[src/rtl/procyon_ieu_wb_pkg.sv]
// Shared defaults for the IEU writeback stage.
// The entry layout is {redirect, tag, addr, data}; it is declared where the widths are known.
package procyon_ieu_wb_pkg;

    localparam int unsigned PCYN_IEU_WB_DEFAULT_DEPTH      = 4;
    localparam int unsigned PCYN_IEU_WB_DEFAULT_DATA_WIDTH = 32;
    localparam int unsigned PCYN_IEU_WB_DEFAULT_ADDR_WIDTH = 32;
    localparam int unsigned PCYN_IEU_WB_DEFAULT_ROB_WIDTH  = 5;

    // Width of one packed writeback entry
    function automatic int unsigned ieu_wb_entry_width(input int unsigned data_w,
                                                       input int unsigned addr_w,
                                                       input int unsigned tag_w);
        return data_w + addr_w + tag_w + 1;
    endfunction

endpackage

[src/rtl/procyon_ieu_wb_if.sv]
// Common data bus port of the IEU writeback stage: head entry, request and grant.
interface procyon_ieu_wb_if
    import procyon_ieu_wb_pkg::*;
#(
    parameter int unsigned OPTN_DATA_WIDTH    = PCYN_IEU_WB_DEFAULT_DATA_WIDTH,
    parameter int unsigned OPTN_ADDR_WIDTH    = PCYN_IEU_WB_DEFAULT_ADDR_WIDTH,
    parameter int unsigned OPTN_ROB_IDX_WIDTH = PCYN_IEU_WB_DEFAULT_ROB_WIDTH
);
    logic [OPTN_DATA_WIDTH-1:0]    o_cdb_data;
    logic [OPTN_ADDR_WIDTH-1:0]    o_cdb_addr;
    logic [OPTN_ROB_IDX_WIDTH-1:0] o_cdb_tag;
    logic                          o_cdb_redirect;
    logic                          o_cdb_en;
    logic                          i_cdb_gnt;

    modport master (
        output o_cdb_data,
        output o_cdb_addr,
        output o_cdb_tag,
        output o_cdb_redirect,
        output o_cdb_en,
        input  i_cdb_gnt
    );

    modport slave (
        input  o_cdb_data,
        input  o_cdb_addr,
        input  o_cdb_tag,
        input  o_cdb_redirect,
        input  o_cdb_en,
        output i_cdb_gnt
    );
endinterface

[src/rtl/procyon_ieu_wb_queue.sv]
// In-order circular queue holding writeback entries: storage, head/tail pointers and count.
module procyon_ieu_wb_queue
    import procyon_ieu_wb_pkg::*;
#(
    parameter int unsigned OPTN_ENTRY_WIDTH = 70,
    parameter int unsigned OPTN_DEPTH       = PCYN_IEU_WB_DEFAULT_DEPTH
) (
    input  logic                          clk,
    input  logic                          n_rst,
    input  logic                          i_flush,
    input  logic                          i_push,
    input  logic                          i_pop,
    input  logic [OPTN_ENTRY_WIDTH-1:0]   i_entry,
    output logic [OPTN_ENTRY_WIDTH-1:0]   o_head,
    output logic [$clog2(OPTN_DEPTH):0]   o_count
);
    localparam int unsigned PTR_W = $clog2(OPTN_DEPTH);
    localparam int unsigned CNT_W = PTR_W + 1;

    logic [PTR_W-1:0]            r_head;
    logic [PTR_W-1:0]            r_tail;
    logic [CNT_W-1:0]            r_count;
    logic [OPTN_ENTRY_WIDTH-1:0] r_entries [OPTN_DEPTH];

    logic w_full;
    logic w_push;
    logic w_pop;

    assign w_full = (r_count == CNT_W'(OPTN_DEPTH));
    assign w_pop  = i_pop & ~i_flush & (r_count != '0);
    // When full, a push is only accepted if the head leaves in the same cycle
    assign w_push = i_push & ~i_flush & (~w_full | w_pop);

    always_ff @(posedge clk or negedge n_rst) begin
        if (!n_rst) begin
            r_head  <= '0;
            r_tail  <= '0;
            r_count <= '0;
        end else if (i_flush) begin
            r_head  <= '0;
            r_tail  <= '0;
            r_count <= '0;
        end else begin
            if (w_push) r_tail <= r_tail + PTR_W'(1);
            if (w_pop)  r_head <= r_head + PTR_W'(1);
            r_count <= r_count + CNT_W'(w_push) - CNT_W'(w_pop);
        end
    end

    always_ff @(posedge clk or negedge n_rst) begin
        if (!n_rst) begin
            for (int i = 0; i < int'(OPTN_DEPTH); i++) r_entries[i] <= '0;
        end else if (w_push) begin
            r_entries[r_tail] <= i_entry;
        end
    end

    assign o_head  = r_entries[r_head];
    assign o_count = r_count;

endmodule

[src/rtl/procyon_ieu_wb.sv]
// IEU writeback stage: queues EX results and broadcasts them on the CDB in arrival order.
// Optional perf counters are built when PCYN_IEU_WB_PERF_EN is defined.
module procyon_ieu_wb
    import procyon_ieu_wb_pkg::*;
#(
    parameter int unsigned OPTN_DATA_WIDTH    = PCYN_IEU_WB_DEFAULT_DATA_WIDTH,
    parameter int unsigned OPTN_ADDR_WIDTH    = PCYN_IEU_WB_DEFAULT_ADDR_WIDTH,
    parameter int unsigned OPTN_ROB_IDX_WIDTH = PCYN_IEU_WB_DEFAULT_ROB_WIDTH,
    parameter int unsigned OPTN_IEU_WB_DEPTH  = PCYN_IEU_WB_DEFAULT_DEPTH
) (
    input  logic                          clk,
    input  logic                          n_rst,
    input  logic                          i_flush,
    input  logic [OPTN_DATA_WIDTH-1:0]    i_data,
    input  logic [OPTN_ADDR_WIDTH-1:0]    i_addr,
    input  logic [OPTN_ROB_IDX_WIDTH-1:0] i_tag,
    input  logic                          i_redirect,
    input  logic                          i_valid,
    output logic                          o_stall,
    procyon_ieu_wb_if.master              cdb
`ifdef PCYN_IEU_WB_PERF_EN
    ,
    output logic [31:0]                   o_grant_count,
    output logic [31:0]                   o_stall_cycles
`endif
);
    localparam int unsigned ENTRY_W =
        ieu_wb_entry_width(OPTN_DATA_WIDTH, OPTN_ADDR_WIDTH, OPTN_ROB_IDX_WIDTH);
    localparam int unsigned CNT_W   = $clog2(OPTN_IEU_WB_DEPTH) + 1;

    typedef struct packed {
        logic                          redirect;
        logic [OPTN_ROB_IDX_WIDTH-1:0] tag;
        logic [OPTN_ADDR_WIDTH-1:0]    addr;
        logic [OPTN_DATA_WIDTH-1:0]    data;
    } ieu_wb_entry_t;

    if (OPTN_IEU_WB_DEPTH < 2 || (OPTN_IEU_WB_DEPTH & (OPTN_IEU_WB_DEPTH - 1)) != 0) begin : g_bad_depth
        $error("OPTN_IEU_WB_DEPTH must be a power of two and at least 2");
    end

    ieu_wb_entry_t    w_entry;
    ieu_wb_entry_t    w_head;
    logic [CNT_W-1:0] w_count;
    logic             w_cdb_en;
    logic             w_pop;

    assign w_entry = '{redirect: i_redirect, tag: i_tag, addr: i_addr, data: i_data};

    procyon_ieu_wb_queue #(
        .OPTN_ENTRY_WIDTH (ENTRY_W),
        .OPTN_DEPTH       (OPTN_IEU_WB_DEPTH)
    ) u_queue (
        .clk     (clk),
        .n_rst   (n_rst),
        .i_flush (i_flush),
        .i_push  (i_valid),
        .i_pop   (w_pop),
        .i_entry (w_entry),
        .o_head  (w_head),
        .o_count (w_count)
    );

    assign w_cdb_en = (w_count != '0);
    assign w_pop    = w_cdb_en & cdb.i_cdb_gnt;
    // Threshold leaves room for the result already in flight in EX
    assign o_stall  = (w_count >= CNT_W'(OPTN_IEU_WB_DEPTH - 1));

    assign cdb.o_cdb_en       = w_cdb_en;
    assign cdb.o_cdb_data     = w_head.data;
    assign cdb.o_cdb_addr     = w_head.addr;
    assign cdb.o_cdb_tag      = w_head.tag;
    assign cdb.o_cdb_redirect = w_head.redirect;

`ifdef PCYN_IEU_WB_PERF_EN
    logic [31:0] r_grant_count;
    logic [31:0] r_stall_cycles;

    // Counters survive flush; only reset clears them
    always_ff @(posedge clk or negedge n_rst) begin
        if (!n_rst) begin
            r_grant_count  <= '0;
            r_stall_cycles <= '0;
        end else begin
            if (w_pop & ~i_flush) r_grant_count <= r_grant_count + 32'd1;
            if (o_stall)          r_stall_cycles <= r_stall_cycles + 32'd1;
        end
    end

    assign o_grant_count  = r_grant_count;
    assign o_stall_cycles = r_stall_cycles;
`endif

    a_no_push_when_full: assert property (@(posedge clk) disable iff (!n_rst)
        !(i_valid && !i_flush && (w_count == CNT_W'(OPTN_IEU_WB_DEPTH)) && !w_pop))
        else $error("procyon_ieu_wb: push while full without pop");

endmodule
[src/flat_wrapper.sv]
// flat-port wrapper written by rule: the top's interface ports become plain ports
module procyon_ieu_wb_flat import procyon_ieu_wb_pkg::*;
#(
    parameter int unsigned OPTN_DATA_WIDTH    = PCYN_IEU_WB_DEFAULT_DATA_WIDTH,
    parameter int unsigned OPTN_ADDR_WIDTH    = PCYN_IEU_WB_DEFAULT_ADDR_WIDTH,
    parameter int unsigned OPTN_ROB_IDX_WIDTH = PCYN_IEU_WB_DEFAULT_ROB_WIDTH,
    parameter int unsigned OPTN_IEU_WB_DEPTH  = PCYN_IEU_WB_DEFAULT_DEPTH
)
  (clk, n_rst, i_flush, i_data, i_addr, i_tag, i_redirect, i_valid, o_stall, cdb_o_cdb_data, cdb_o_cdb_addr, cdb_o_cdb_tag, cdb_o_cdb_redirect, cdb_o_cdb_en, cdb_i_cdb_gnt);
  procyon_ieu_wb_if #(.OPTN_DATA_WIDTH(OPTN_DATA_WIDTH), .OPTN_ADDR_WIDTH(OPTN_ADDR_WIDTH), .OPTN_ROB_IDX_WIDTH(OPTN_ROB_IDX_WIDTH)) cdb_i ();
  input  logic clk;
  input  logic n_rst;
  input  logic i_flush;
  input  logic [OPTN_DATA_WIDTH-1:0] i_data;
  input  logic [OPTN_ADDR_WIDTH-1:0] i_addr;
  input  logic [OPTN_ROB_IDX_WIDTH-1:0] i_tag;
  input  logic i_redirect;
  input  logic i_valid;
  output logic o_stall;
  output wire logic [$bits(cdb_i.o_cdb_data)-1:0] cdb_o_cdb_data;
  output wire logic [$bits(cdb_i.o_cdb_addr)-1:0] cdb_o_cdb_addr;
  output wire logic [$bits(cdb_i.o_cdb_tag)-1:0] cdb_o_cdb_tag;
  output wire logic [$bits(cdb_i.o_cdb_redirect)-1:0] cdb_o_cdb_redirect;
  output wire logic [$bits(cdb_i.o_cdb_en)-1:0] cdb_o_cdb_en;
  input wire logic [$bits(cdb_i.i_cdb_gnt)-1:0] cdb_i_cdb_gnt;
  assign cdb_o_cdb_data = cdb_i.o_cdb_data;
  assign cdb_o_cdb_addr = cdb_i.o_cdb_addr;
  assign cdb_o_cdb_tag = cdb_i.o_cdb_tag;
  assign cdb_o_cdb_redirect = cdb_i.o_cdb_redirect;
  assign cdb_o_cdb_en = cdb_i.o_cdb_en;
  assign cdb_i.i_cdb_gnt = cdb_i_cdb_gnt;
  procyon_ieu_wb #(.OPTN_DATA_WIDTH(OPTN_DATA_WIDTH), .OPTN_ADDR_WIDTH(OPTN_ADDR_WIDTH), .OPTN_ROB_IDX_WIDTH(OPTN_ROB_IDX_WIDTH), .OPTN_IEU_WB_DEPTH(OPTN_IEU_WB_DEPTH)) u_core (.clk(clk), .n_rst(n_rst), .i_flush(i_flush), .i_data(i_data), .i_addr(i_addr), .i_tag(i_tag), .i_redirect(i_redirect), .i_valid(i_valid), .o_stall(o_stall), .cdb(cdb_i));
endmodule
[config.mk]
export PLATFORM = sky130hd
export DESIGN_NAME = procyon_ieu_wb_flat
export DESIGN_NICKNAME = d
export VERILOG_FILES = /design/src/rtl/procyon_ieu_wb_pkg.sv /design/src/rtl/procyon_ieu_wb_if.sv /design/src/rtl/procyon_ieu_wb_queue.sv /design/src/rtl/procyon_ieu_wb.sv /design/src/flat_wrapper.sv
export SDC_FILE = /design/constraint.sdc
export NUM_CORES = 1
export LEC_CHECK = 0
export CAP_MARGIN = 5
export CELL_PAD_IN_SITES_DETAIL_PLACEMENT = 0
export CELL_PAD_IN_SITES_GLOBAL_PLACEMENT = 1
export CORE_ASPECT_RATIO = 0.75
export CORE_MARGIN = 4
export CORE_UTILIZATION = 53
export CTS_CLUSTER_DIAMETER = 80
export DETAILED_ROUTE_END_ITERATION = 10
export PLACE_DENSITY_LB_ADDON = 0.25
export SLEW_MARGIN = 0
export SYNTH_ARGS = -nofsm -noshare
export SYNTH_HDL_FRONTEND = slang
export SYNTH_SLANG_ARGS = --single-unit
export TNS_END_PERCENT = 100
[constraint.sdc]
create_clock -name clk -period 4.9 [get_ports clk]
set_clock_uncertainty 0.2 [all_clocks]
set_input_delay 0.98 -clock clk [delete_from_list [all_inputs] [get_ports clk]]
set_output_delay 0.98 -clock clk [all_outputs]
set_load 0.005 [all_outputs]
=== Yosys cells after proc, flatten, opt, wreduce, memory -nomap -nowiden ===
Index checks and enable logic that the tools add are counted.
W data, S select, Z words.

* $add $sub $neg: 4
* Magnitude comparators: 4
* Equality and inequality tests: 1
* Multiplexer cells: 11
* Bitwise gates (word level): 10
* Reduce and logical (&&, ||, !) cells: 4

{| class="wikitable"
|+ Operator list
! cell !! number
|-
| $bwmux W280 || 1
|-
| $mux W70 || 3
|-
| $bmux W70 S2 || 1
|-
| $demux W70 S2 || 1
|-
| $mux W2 || 4
|-
| $ge A3 B3 Y1 const B || 2
|-
| $not A2 Y3 || 2
|-
| $and A1 B1 Y1 || 5
|-
| $add A2 B1 Y2 const B || 2
|-
| $reduce_bool A2 Y1 || 2
|-
| $add A3 B1 Y3 || 1
|-
| $eq A3 B3 Y1 const B || 1
|-
| $ge A3 B2 Y1 const B || 1
|-
| $lt A3 B1 Y1 const B || 1
|-
| $mux W3 || 1
|-
| $reduce_bool A3 Y1 || 1
|-
| $sub A3 B1 Y3 || 1
|-
| $not A1 Y1 || 2
|-
| $logic_and A1 B1 Y1 || 1
|-
| $or A1 B1 Y1 || 1
|}

* Bits in registers: 287
* Bits of input ports: 75
* Word-level logic and storage cells: 41

=== Longest topological paths before layout ===
Gate-level depths: netlist (run 1).

* Depth in word-level cells: 9
* Mapped depth: 9
* Gate-level depth less buffers: 9

=== Hierarchy ===
Synthesis (run 1) repeated with hierarchy kept, for this count alone.

* Cell total of the unflattened synthesis: 724
* Area total of the unflattened synthesis: 12836.1 sq um

{| class="wikitable"
|+ By module, submodules not included
! module !! instances !! cells each !! area each (sq um)
|-
| procyon_ieu_wb_queue || 1 || 721 || 12811.0
|-
| procyon_ieu_wb || 1 || 3 || 25.0
|}

=== Least setup slack after synthesis (run 1) ===
No wires, ideal clock.

* Path kind: input to register
* Start point: input cdb_i_cdb_gnt
* End point: register u_core.u_queue.r_count[2], in the netlist u_core.u_queue.o_count[2]
* Setup time: 0.118 ns
* Arrival: 2.818 ns
* Required time: 4.582 ns
* Setup slack: 1.763 ns
* Cell stages on the path: 9
* Path buffers: 0
* Path through: nor4b_4 or3_2 ha_1 inv_1 ha_1 inv_1 fa_1 xor2_1 nor2_1

* Word-level cells in the longest chain between the ends: 8

{| class="wikitable"
|+ RTL lines
! item !! line !! source
|-
| from (decl) || flat_wrapper.sv:25 || <nowiki>input wire logic [$bits(cdb_i.i_cdb_gnt)-1:0] cdb_i_cdb_gnt;</nowiki>
|-
| $and A1 B1 Y1 * || procyon_ieu_wb.sv:65 || <nowiki>assign w_pop = w_cdb_en & cdb.i_cdb_gnt;</nowiki>
|-
| $and A1 B1 Y1 * (2 in series) || procyon_ieu_wb_queue.sv:30 || <nowiki>assign w_pop = i_pop & ~i_flush & (r_count != '0);</nowiki>
|-
| $or A1 B1 Y1 || procyon_ieu_wb_queue.sv:32 || <nowiki>assign w_push = i_push & ~i_flush & (~w_full | w_pop);</nowiki>
|-
| $and A1 B1 Y1 || procyon_ieu_wb_queue.sv:32 ||
|-
| $add A3 B1 Y3 || procyon_ieu_wb_queue.sv:46 || <nowiki>r_count <= r_count + CNT_W'(w_push) - CNT_W'(w_pop);</nowiki>
|-
| $sub A3 B1 Y3 * || procyon_ieu_wb_queue.sv:46 ||
|-
| $mux W3 * || procyon_ieu_wb_queue.sv:39 || <nowiki>end else if (i_flush) begin</nowiki>
|-
| to (signal assigned) || procyon_ieu_wb_queue.sv:46 ||
|-
| to (decl) || procyon_ieu_wb_queue.sv:22 || <nowiki>logic [CNT_W-1:0] r_count;</nowiki>
|}

Every way passes the cells marked *; elsewhere a longest branch is shown, timed or not.
A chain may end at the register's enable or synchronous reset.

=== Final worst setup path (run 1) ===
* Start point: register u_core.u_queue.r_head[1]
* End point: output cdb_o_cdb_addr[11]

* Word-level cells in the longest chain between the ends: 4

{| class="wikitable"
|+ RTL lines
! item !! line !! source
|-
| from (decl) || procyon_ieu_wb_queue.sv:20 || <nowiki>logic [PTR_W-1:0] r_head;</nowiki>
|-
| from (signal assigned) || procyon_ieu_wb_queue.sv:45 || <nowiki>if (w_pop) r_head <= r_head + PTR_W'(1);</nowiki>
|-
| $not A2 Y3 (not written as such) || procyon_ieu_wb_queue.sv:58 || <nowiki>assign o_head = r_entries[r_head];</nowiki>
|-
| $bmux W70 S2 || procyon_ieu_wb_queue.sv:58 ||
|-
| $mux W70 (not written as such) (2 in series) || procyon_ieu_wb_queue.sv:58 ||
|-
| to (decl) || flat_wrapper.sv:21 || <nowiki>output wire logic [$bits(cdb_i.o_cdb_addr)-1:0] cdb_o_cdb_addr;</nowiki>
|}

No other way between the ends. The select of a mux whose other input is x is not followed.

==> impl_metrics.env, run 1 <==
export IMPL_maxSlewHeadroom=0.1990
export IMPL_yosysWarnings=0
export IMPL_cts_root_buf="clkbuf_16"
export IMPL_fmax_mhz=251.8
export IMPL_fin_crit_sh=0.8105
export IMPL_cts_sinks=287
export IMPL_syn_avg_cell_area_sq_um=19.04
export IMPL_tightest_slew_ns=1.202
export IMPL_synth_seq_cells=287
export IMPL_synthMostInstantiatedCell="dfrtp_1"
export IMPL_slowest_stage="dfrtp_4"
export IMPL_cap_violations=0
export IMPL_antenna_found_initial=1
export IMPL_wl_met2_mm=13.81
export IMPL_grt_pass1_wl_mm=46.92
export IMPL_rsz0062_at_grt="false"
export IMPL_htreeDepth=1
export IMPL_synthCells=721
export IMPL_grt_max_degree=144
export IMPL_power_leakage_uw=0.007084
export IMPL_die_w_um=193.9
export IMPL_viasPerCell=5.623
export IMPL_critPathRequiredTime_ns=3.72
export IMPL_setup_slack_ns=0.9287
export IMPL_synth_adder_area_share=0.007837
export IMPL_place_ws_ns=1.040
export IMPL_routed_top_layer="met5"
export IMPL_start_kind="flop"
export IMPL_slew_violations=0
export IMPL_pwr_share_clk=0.220
export IMPL_io_pins=147
export IMPL_min_period_ns=3.971
export IMPL_globalplace_congestion=0.7749
export IMPL_synth_ff_type="dfrtp_1"
export IMPL_status="completed"
export IMPL_layout_drive_gt1_share=0.4706
export IMPL_rows=50
export IMPL_seqPwrFrac=0.416
export IMPL_p_sw_frac=0.2599
export IMPL_wl_met1_mm=13.42
export IMPL_post_cts_buffers=0
export IMPL_numCtsBuffers=29
export IMPL_critical_path_arrival_ns=2.79
export IMPL_min_path_type="reg2reg"
export IMPL_dieHeight_um=147.4
export IMPL_fin_setup_tns_ns=0
export IMPL_crit_path_end_kind="primary output"
export IMPL_ant_nets=0
export IMPL_die_area_sq_mm=0.02857
export IMPL_power_density_mw_per_mm2=585.6
export IMPL_grt_ovfl_total=0
export IMPL_critical_path_max_fanout=71
export IMPL_crit_buf_inv=1
export IMPL_yosys_area_share_simple=0.01267
export IMPL_synthTopCellsByArea="dfrtp_1 (52%), mux2_4 (31%), mux4_2 (11%)"
export IMPL_route_detailed_drc=0
export IMPL_nets=950
export IMPL_cts_max_path_buffers=3
export IMPL_tritoncts="yes"
export IMPL_synth_area_mux_share=0.4218
export IMPL_synth_seq_area_share=0.5231
export IMPL_crit_family="flip-flops"
export IMPL_track_usage=0.2034
export IMPL_initialDrtViolationCount=255
export IMPL_path_cells="mux4_2 -> clkdlybuf4s50_1"
export IMPL_finalSetupViolCount=0
export IMPL_synth_compound_gate_area_share=0.002278
export IMPL_slowest_delay_ns=1.23
export IMPL_synth_top_cell_area_share=0.5231
export IMPL_syn2layout_area_growth_pct=18.42
export IMPL_coreArea_sq_mm=0.02521
export IMPL_crit_type="reg2out"
export IMPL_detail_route_wl_per_cell_um=23.69
export IMPL_num_vias=6877
export IMPL_hold_buffers=0
export IMPL_clk_insertion_delay_late_ns=0.54
export IMPL_synth_edff_count=0
export IMPL_synth_cell_types=22
export IMPL_met3WireLength_mm=1.252
export IMPL_power_frac_comb=0.364
export IMPL_cts_repair_resized=0
export IMPL_start_util=0.5446
export IMPL_synth_top_family_by_area="multiplexers"
export IMPL_io_buffers=146
export IMPL_synth_top_area_cell="dfrtp_1"
export IMPL_synthesis_nets=804
export IMPL_hpwl_mm=17.36
export IMPL_netlist_area_sq_mm=0.01373
export IMPL_drt_pass1_iter_count=4
export IMPL_p_int_uw=7047
export IMPL_clk_pin_slew_ns=0.06
export IMPL_synthTopCellsByCount="dfrtp_1 (287), mux2_4 (280), mux4_2 (70), buf_6 (29), clkbuf_1 (8)"
export IMPL_power_switching_uw=2474
export IMPL_grt_pass1_vias=8065
export IMPL_fill_cells=1698
export IMPL_drt_total_wl_mm=28.98
export IMPL_peakVddDrop_mv=0.2982
export IMPL_hold_viol=0
export IMPL_synth_xor_area_frac=0.001914
export IMPL_ys_async_sr_fraction=1.000
==> power groups by stage <==
stage,registers (uW),clock network (uW),logic [uW]
after detailed placement,3970,0,3500
final,3960,2090,3470
after global placement,3860,0,3420
after floorplan,3690,0,2380
after global routing,4070,2250,3690
after CTS,3960,2150,3530
==> layout make-up <==
class,instances,area (sq um),area share
diodes,1,2.502,0.0001539
clock buffers,43,828.3,0.05094
clock inverters,5,53.80,0.003309
inverters,6,22.52,0.001385
multi-input cells,383,6131,0.3771
flip-flops and latches,287,7189,0.4422
well taps,338,422.9,0.02601
repair buffers,160,1609,0.09896
==> metal layers <==
layer / up-vias / global-route usage
met5: - / 0
met4: 2 / 0.03654
met3: 38 / 0.04170
met2: 143 / 0.3333
met1: 3728 / 0.2908
li1: 2966 / -
==> worst reg2reg max path, stage by stage, from the launching register on <==
cell and delay [ns]:
dfrtp_1 0.45, nor4b_4 0.68, or3_2 0.26, ha_1 0.22, inv_1 0.05, ha_1 0.13, inv_1 0.05, fa_1 0.40
xor2_1 0.16, nor2_1 0.06
==> cell families (layout without fill, tap and decap cells) <==
group | count (synthesis) | count (layout)
AOI/OAI and AO/OA | 5 | 5
xor gates and xnor gates | 3 | 3
adders and majority gates | 8 | 8
buffers and inverters | 51 | 214
DFF | 287 | 287
muxes | 351 | 351
other | 0 | 1
and+or+nand+nor | 16 | 16
==> layout by cell type (no fill, tap or decap), types with 6 or more instances in the layout <==
cell             synthesis  layout
buf_4                    0      11
clkbuf_1                 8       9
clkbuf_16                0      29
clkdlybuf4s50_1          0     145
dfrtp_1                287     285
ha_1                     7       7
mux2_4                 280     280
mux4_2                  70      70
nor2_1                   6       6
==> flip-flops by register name, summed over array words and instances, names as in the netlist <==
name,count
u_core.u_queue.r_head,2
u_core.u_queue.r_tail,2
u_core.u_queue.r_entries,280
u_core.u_queue.o_count,3
==> per-stage QoR <==
stage / area, sq um / std cells / hold slack [ns] / power (uW) / utilization
floorplan: 13730 / 721 / 0.2764 / 6077 / -
global placement: 15370 / 1174 / 0.2881 / 7283 / 0.6098
detailed placement: 15370 / 1174 / 0.2874 / 7464 / 0.6098
CTS: 16260 / 1222 / 0.3074 / 9639 / 0.6448
global route: 16260 / 1222 / 0.3158 / 10020 / 0.6448
finish: 16260 / 1223 / 0.3064 / 9521 / 0.6449
==> final timing paths <==
path,from,to,slack (ns),cells after the start
min in group asynchronous,n_rst,u_core.u_queue.r_entries[261],0.37,1
max,u_core.u_queue.r_head[1],cdb_o_cdb_addr[11],0.93,2
min reg2reg,u_core.u_queue.r_entries[89],u_core.u_queue.r_entries[89],0.31,1
max in group asynchronous,n_rst,u_core.u_queue.r_entries[42],2.97,2
min,u_core.u_queue.r_entries[89],u_core.u_queue.r_entries[89],0.31,1
max reg2reg,u_core.u_queue.o_count[0],u_core.u_queue.o_count[2],2.07,9
(Power assumes the default switching activity.)
==> run 2, diff against run 1 <==
Settings changed: CORE_UTILIZATION 53 to 49.
Clock period 4.9 ns to 3.8 ns, I/O delays scaled along.
==> impl_metrics.env, run 2 (same netlist as run 1, synthesis figures left out) <==
export IMPL_status="completed"
export IMPL_clk_pin_slew_ns=0.06
export IMPL_setup_slack_ns=0.2846
export IMPL_dieHeight_um=153.0
export IMPL_fin_setup_tns_ns=0
export IMPL_initialDrtViolationCount=375
export IMPL_min_path_type="in2async"
export IMPL_start_util=0.5037
export IMPL_nets=956
export IMPL_power_density_mw_per_mm2=762.0
export IMPL_tightest_slew_ns=0.6787
export IMPL_largest_register_ffs=280
export IMPL_regMostFlops="u_core.u_queue.r_entries"
export IMPL_min_period_ns=3.515
export IMPL_cts_root_buf="clkbuf_16"
export IMPL_pwr_share_clk=0.237
export IMPL_hold_buffers=0
export IMPL_slew_violations=0
export IMPL_final_cell_mix="dfrtp_1 (285), mux2_4 (280), clkdlybuf4s50_1 (145)"
export IMPL_coreArea_sq_mm=0.02726
export IMPL_tritoncts="yes"
export IMPL_slowest_stage="mux4_2"
export IMPL_track_usage=0.1897
export IMPL_grt_ovfl_total=0
export IMPL_drt_pass1_iter_count=4
export IMPL_hold_viol=0
export IMPL_antenna_found_initial=2
export IMPL_critPathRequiredTime_ns=2.84
export IMPL_layout_drive_gt1_share=0.4787
export IMPL_peakVddDrop_mv=0.3795
export IMPL_p_sw_frac=0.2568
export IMPL_r2r_setup_slack_ns=1.27
export IMPL_drt_total_wl_mm=29.55
export IMPL_start_kind="flop"
export IMPL_path_cells="buf_4 -> mux4_2 -> clkdlybuf4s50_1"
export IMPL_cts_max_path_buffers=3
export IMPL_post_cts_buffers=0
export IMPL_syn2layout_area_growth_pct=20.48
export IMPL_rows=52
export IMPL_die_area_sq_mm=0.03079
export IMPL_power_switching_uw=3237
export IMPL_power_leakage_uw=0.007197
export IMPL_r2r_start="u_core.u_queue.o_count[1]"
export IMPL_place_ws_ns=0.4770
export IMPL_htreeDepth=1
export IMPL_viasPerCell=5.662
export IMPL_ant_nets=0
export IMPL_r2r_cells=9
export IMPL_num_vias=7044
export IMPL_grt_max_degree=88
export IMPL_io_pins=147
export IMPL_fin_crit_sh=0.9251
export IMPL_cts_sinks=287
export IMPL_rsz0062_at_grt="false"
export IMPL_crit_path_end_kind="primary output"
export IMPL_final_common_cell="dfrtp_1"
export IMPL_clk_insertion_delay_late_ns=0.54
export IMPL_detail_route_wl_per_cell_um=23.75
export IMPL_r2r_end="u_core.u_queue.o_count[2]"
export IMPL_cts_repair_resized=0
export IMPL_grt_pass1_wl_mm=47.34
export IMPL_finalSetupViolCount=0
export IMPL_globalplace_congestion=0.7403
export IMPL_critical_path_arrival_ns=2.56
export IMPL_route_detailed_drc=0
export IMPL_p_int_uw=9367
export IMPL_numCtsBuffers=30
export IMPL_die_w_um=201.3
export IMPL_slowest_delay_ns=0.63
export IMPL_hpwl_mm=18.08
export IMPL_crit_type="reg2out"
export IMPL_seqPwrFrac=0.400
export IMPL_io_buffers=146
export IMPL_critical_path_max_fanout=27
export IMPL_power_frac_comb=0.362
export IMPL_fmax_mhz=284.5
export IMPL_maxSlewHeadroom=0.5475
export IMPL_grt_pass1_vias=8064
export IMPL_cap_violations=0
## run 2: cell count changes in the layout (fill, tap and decap cells not counted), sizes merged
cell / change
clkinv: -1
inv: +1
bufinv: +2
buf: +5
clkbuf: +1
## run 2: final cells by class
type / count / area [sq um]
antenna: 1 / 2.502
timing repair buffer: 165 / 1747
fill: 1922 / 10720
multi-input combinational: 383 / 6131
clock inverter: 7 / 116.4
clock buffer: 44 / 894.6
tap: 351 / 439.2
inverter: 6 / 22.52
sequential: 287 / 7189
## run 2: stage by stage
step / cells / hold WS (ns) / instance area, sq um / utilization / total power (uW)
3_5_place_dp: 1192 / 0.2885 / 15530 / 0.5696 / 9650
4_1_cts: 1243 / 0.02944 / 16540 / 0.6067 / 12740
5_1_grt: 1244 / 0.03744 / 16540 / 0.6068 / 13220
2_1_floorplan: 721 / 0.2644 / 13730 / - / 7836
3_3_place_gp: 1192 / 0.2871 / 15530 / 0.5696 / 9428
6_report: 1244 / 0.01505 / 16540 / 0.6068 / 12600
## run 2: power groups by stage
stage	Sequential (uW)	Clock (uW)	Combinational, uW
after floorplan	4760	0	3070
after global routing	5170	3210	4840
after detailed placement	5050	0	4600
after CTS	5030	3070	4640
after global placement	4930	0	4500
final	5050	2990	4570
## run 2: worst max path at each step
stage,start,endpoint,slack [ns],depth (start not counted)
final,u_core.u_queue.r_head[0],cdb_o_cdb_data[1],0.28,3
after global placement,i_valid,u_core.u_queue.o_count[2],0.51,10
after global routing,u_core.u_queue.r_head[0],cdb_o_cdb_data[15],0.13,3
after floorplan,cdb_i_cdb_gnt,u_core.u_queue.o_count[2],0.88,9
after CTS,u_core.u_queue.r_head[0],cdb_o_cdb_data[15],0.21,3
after detailed placement,cdb_i_cdb_gnt,u_core.u_queue.o_count[2],0.48,10
## run 2: worst max-delay path: cells and delay by family, from the launching register on
family | cells | cell delay (ns)
flops | 1 | 0.42
mux | 1 | 0.63
buf+inv | 2 | 0.96
## run 2: layer usage
metal  up-vias  share of wire  track usage
met1      3861           0.47       0.2772
met2       164           0.47       0.3053
li1       2979              -            -
met5         -        0.00041            0
met4         2          0.020      0.03774
met3        38          0.041      0.03241
==> patch 1: new RTL, settings of run 1 <==
Set the package constant `PCYN_IEU_WB_DEFAULT_ADDR_WIDTH` to 28 (it was 32).
--- a/src/rtl/procyon_ieu_wb_pkg.sv
+++ b/src/rtl/procyon_ieu_wb_pkg.sv
@@ -4,7 +4,7 @@
 
     localparam int unsigned PCYN_IEU_WB_DEFAULT_DEPTH      = 4;
     localparam int unsigned PCYN_IEU_WB_DEFAULT_DATA_WIDTH = 32;
-    localparam int unsigned PCYN_IEU_WB_DEFAULT_ADDR_WIDTH = 32;
+    localparam int unsigned PCYN_IEU_WB_DEFAULT_ADDR_WIDTH = 28;
     localparam int unsigned PCYN_IEU_WB_DEFAULT_ROB_WIDTH  = 5;
 
     // Width of one packed writeback entry
Ports: changed (resized cdb_o_cdb_addr and i_addr); port bits go from 147 to 139. No check against the original RTL was run, so the function may have changed too.
==> patch 1 against run 1 <==
Setup slack worse by 0.022 ns. Synthesized area down 11%. Sequential power down 1%. Via count down 5.7%. Fmax down 0.55%. Routed wire length down 13%. Largest cell class unchanged. Design area down 10%. Sequential cell count down 16. Total power down 5.0%.
==> patch 1: results (changes against run 1) <==
crit-path max FO 31 (-56%); DRT iter0 DRCs 334 (+31%); count of buffers from port buffering 138 (-5.5%); Worst Setup SP u_core.u_queue.r_head[0]; synth top area cells dfrtp_1 (56%), mux2_2 (17%), mux4_2 (12%); Hold Crit Start u_core.u_queue.r_entries[0]; placed instance area 13800 sq um (-10%); top sig layer met4; maximum vdd drop 0.2933 mV (-1.6%); worst skew pair latency 0.52 ns (-0.02 ns); Total GRT Usage 0.2000 (-0.003446); diodes inserted 0 (-1); Leak 6.218 nW (-12%); DR WL met3 1452 um (+16%); Reg2Reg Setup Slack 2.30 ns (+0.23 ns); wl on met1 11380 um (-15%); antenna violations before repair 0 (-1); worst-margin pin slew 1.098 ns (-0.1033 ns); largest net degree at the start of global routing 137 (-4.9%); TritonCTS buffer count 27 (-6.9%); crit path capture cdb_o_cdb_addr[21]; CP arrival 2.81 ns (+0.02 ns); status finished, final reports clean; first-pass GRT wire length 40970 um (-13%); sequential area share after synthesis 0.5578 (+0.03473); Switching Share 0.2623 (+0.002420); FF-to-FF path depth 4 (-5); DP HPWL 15620 um (-10%); CP delay by family, top buffers and inverters; met1 Resource Use GR 0.2861 (-0.004705); CP peak stage delay 0.82 ns (-0.41 ns); RD Place Congestion 0.7535 (-2.8%); GR Util met2 0.3279 (-0.005329); Critical R2R Launch u_core.u_queue.o_count[1]; Commonest cells post-synth dfrtp_1 (271), mux2_2 (185), mux2_4 (80); reg2reg end u_core.u_queue.r_entries[110]; metal2 WL 12030 um (-13%)
[patch 1: cell types whose count changed in the layout (fill, tap and decap cells not counted), sizes merged, moves of 2 or more]
| cell | change |
|---|---|
| nor3 | +2 |
| clkdlybuf4s50 | -8 |
| clkbuf | -2 |
| nor4b | -4 |
| buf | +2 |
| or3 | -2 |
| mux4 | -4 |
| dfrtp | -16 |
| mux2 | -16 |
| and4bb | +2 |
| nand2 | +2 |
[patch 1: kinds of logic after synthesis]
group                    synth area share
AO/OA/AOI/OAI                    0.001749
adder cells (fa/ha/maj)          0.008850
buffers and inverters             0.02614
AND/OR/NAND/NOR                   0.01009
XOR/XNOR                         0.002162
multiplexers                       0.3932
flip-flops                         0.5578
[patch 1: layout make-up]
class / instances / area [sq um]
clock buffers: 41 / 778.2
repair buffers: 154 / 1544
flip-flops and latches: 271 / 6789
clock inverters: 6 / 58.81
well taps: 294 / 367.9
fillers: 1514 / 7655
multi-input cells: 364 / 5072
inverters: 6 / 22.52
==> patch 2: new RTL, config.mk and constraints of run 1 <==
Made on the original files. Put a register stage on the output `cdb.o_cdb_redirect`. The value now appears one clock later.
--- a/src/rtl/procyon_ieu_wb.sv
+++ b/src/rtl/procyon_ieu_wb.sv
@@ -70,7 +70,9 @@
     assign cdb.o_cdb_data     = w_head.data;
     assign cdb.o_cdb_addr     = w_head.addr;
     assign cdb.o_cdb_tag      = w_head.tag;
-    assign cdb.o_cdb_redirect = w_head.redirect;
+    always_ff @(posedge clk) begin
+        cdb.o_cdb_redirect <= w_head.redirect;
+    end
 
 `ifdef PCYN_IEU_WB_PERF_EN
     logic [31:0] r_grant_count;
Formal check against the unedited RTL: not equivalent (a bounded check fails within 4 cycles, from zero or initial values and one cycle with n_rst low).
==> patch 2 against run 1 <==
Total power rose by 2.5%. Design area rose by 1.4%. Synthesized area rose by 3.9%. Die area rose by 3.7%. Sequential share of layout area fell by 0.49 points. Largest power group unchanged. Synthesized cell count rose by 9.7%. Global-route usage fell by 0.14 points. Critical endpoint is now cdb_o_cdb_data[4]. Sequential cell count rose by 1. Routed wire length rose by 0.97%. Count of clock-buffer cells in the layout rose by 1. Setup slack improved by 0.026 ns.
==> patch 2: results (changes against run 1) <==
status finished, final reports clean; Critical R2R Launch u_core.u_queue.o_count[1]; DP HPWL 17760 um (+2.3%); worst skew pair latency 0.54 ns (about the same); DRT iter0 DRCs 296 (+16%); placed instance area 15470 sq um (+0.63%); largest net degree at the start of global routing 122 (-15%); ys async rst share 0.9965 (-0.003472); Yosys cell types 24 (+9.1%); count of buffers from port buffering 146 (unchanged); first-pass GRT wire length 47700 um (+1.7%); Total GRT Usage 0.2020 (-0.001450); Worst Setup SP u_core.u_queue.r_head[0]; RD Place Congestion 0.7971 (+2.9%); min-delay worst type input port to asynchronous set/reset pin; CP arrival 2.76 ns (-0.03 ns); TritonCTS buffer count 29 (unchanged); vias in the first global route 8264 (+2.5%); crit path capture cdb_o_cdb_data[4]; H-Tree Depth 1 (unchanged); crit-path max FO 25 (-65%); maximum vdd drop 0.3014 mV (+1.1%); vias after detailed routing 6948 (+1.0%); reg2reg end u_core.u_queue.o_count[2]; Synthesized Nets 874 (+8.7%); Leak 7.183 nW (+1.4%); routed wire length 29260 um (+0.97%); Fillers 1814 (+6.8%); Slew HR 0.3618 (+0.1628); synth top area cells dfrtp_1 (50%), mux2_4 (29%), mux4_2 (11%); Final nets 952 (+0.21%); antenna violations before repair 2 (+1); Commonest cells post-synth dfrtp_1 (287), mux2_4 (280), mux4_2 (70); sequential area share after synthesis 0.5047 (-0.01832); layout cell share with drive strength beyond 1 0.4787 (+0.008063)
patch 2: cell types whose count changed after synthesis, sizes merged:
cell   change
buf       +69
dfxtp      +1
patch 2: where the power goes:
group	internal [mW]	switching, mW	total, mW
Clock	1.40	0.916	2.32
Combinational	2.51	0.944	3.46
Sequential	3.34	0.636	3.98
patch 2: logic make-up after synthesis:
group	after synthesis	synth area share
adders and majority gates	8	0.007541
buffers and inverters	120	0.06559
and+or+nand+nor	16	0.01219
xor gates and xnor gates	3	0.001842
AOI/OAI and AO/OA	5	0.002192
DFF	288	0.5047
muxes	351	0.4059
patch 2: critical path, cell delays in order (launching register included):
cell	delay [ns]
dfrtp_4	0.79
buf_4	0.36
mux4_2	0.54
clkdlybuf4s50_1	0.51
patch 2: routing by layer:
metal,wire length [um],share of wire,GRT usage
met4,607,0.021,0.04851
met3,1187,0.041,0.03423
met1,13330,0.46,0.2853
met2,14120,0.48,0.3323
met5,13,0.00044,0
patch 2: through the flow:
stage          std cells  setup slack (ns)  hold slack [ns]  power [mW]
5_1_grt             1235            0.7688           0.3206       10.27
4_1_cts             1234            0.8693           0.3077       9.892
6_report            1236            0.9551           0.2863       9.758
2_1_floorplan        791             1.763           0.2764       6.546
3_3_place_gp        1182             1.081           0.2858       7.306
3_5_place_dp        1182             1.016           0.2892       7.486
patch 2: area by class of cell:
class	count	area (sq um)	area share
inverter	6	22.52	0.001366
antenna	2	5.005	0.0003035
clock buffer	44	892.1	0.05411
sequential	288	7209	0.4372
timing repair buffer	161	1679	0.1018
multi-input combinational	383	6131	0.3718
tap	344	430.4	0.02610
clock inverter	8	118.9	0.007209
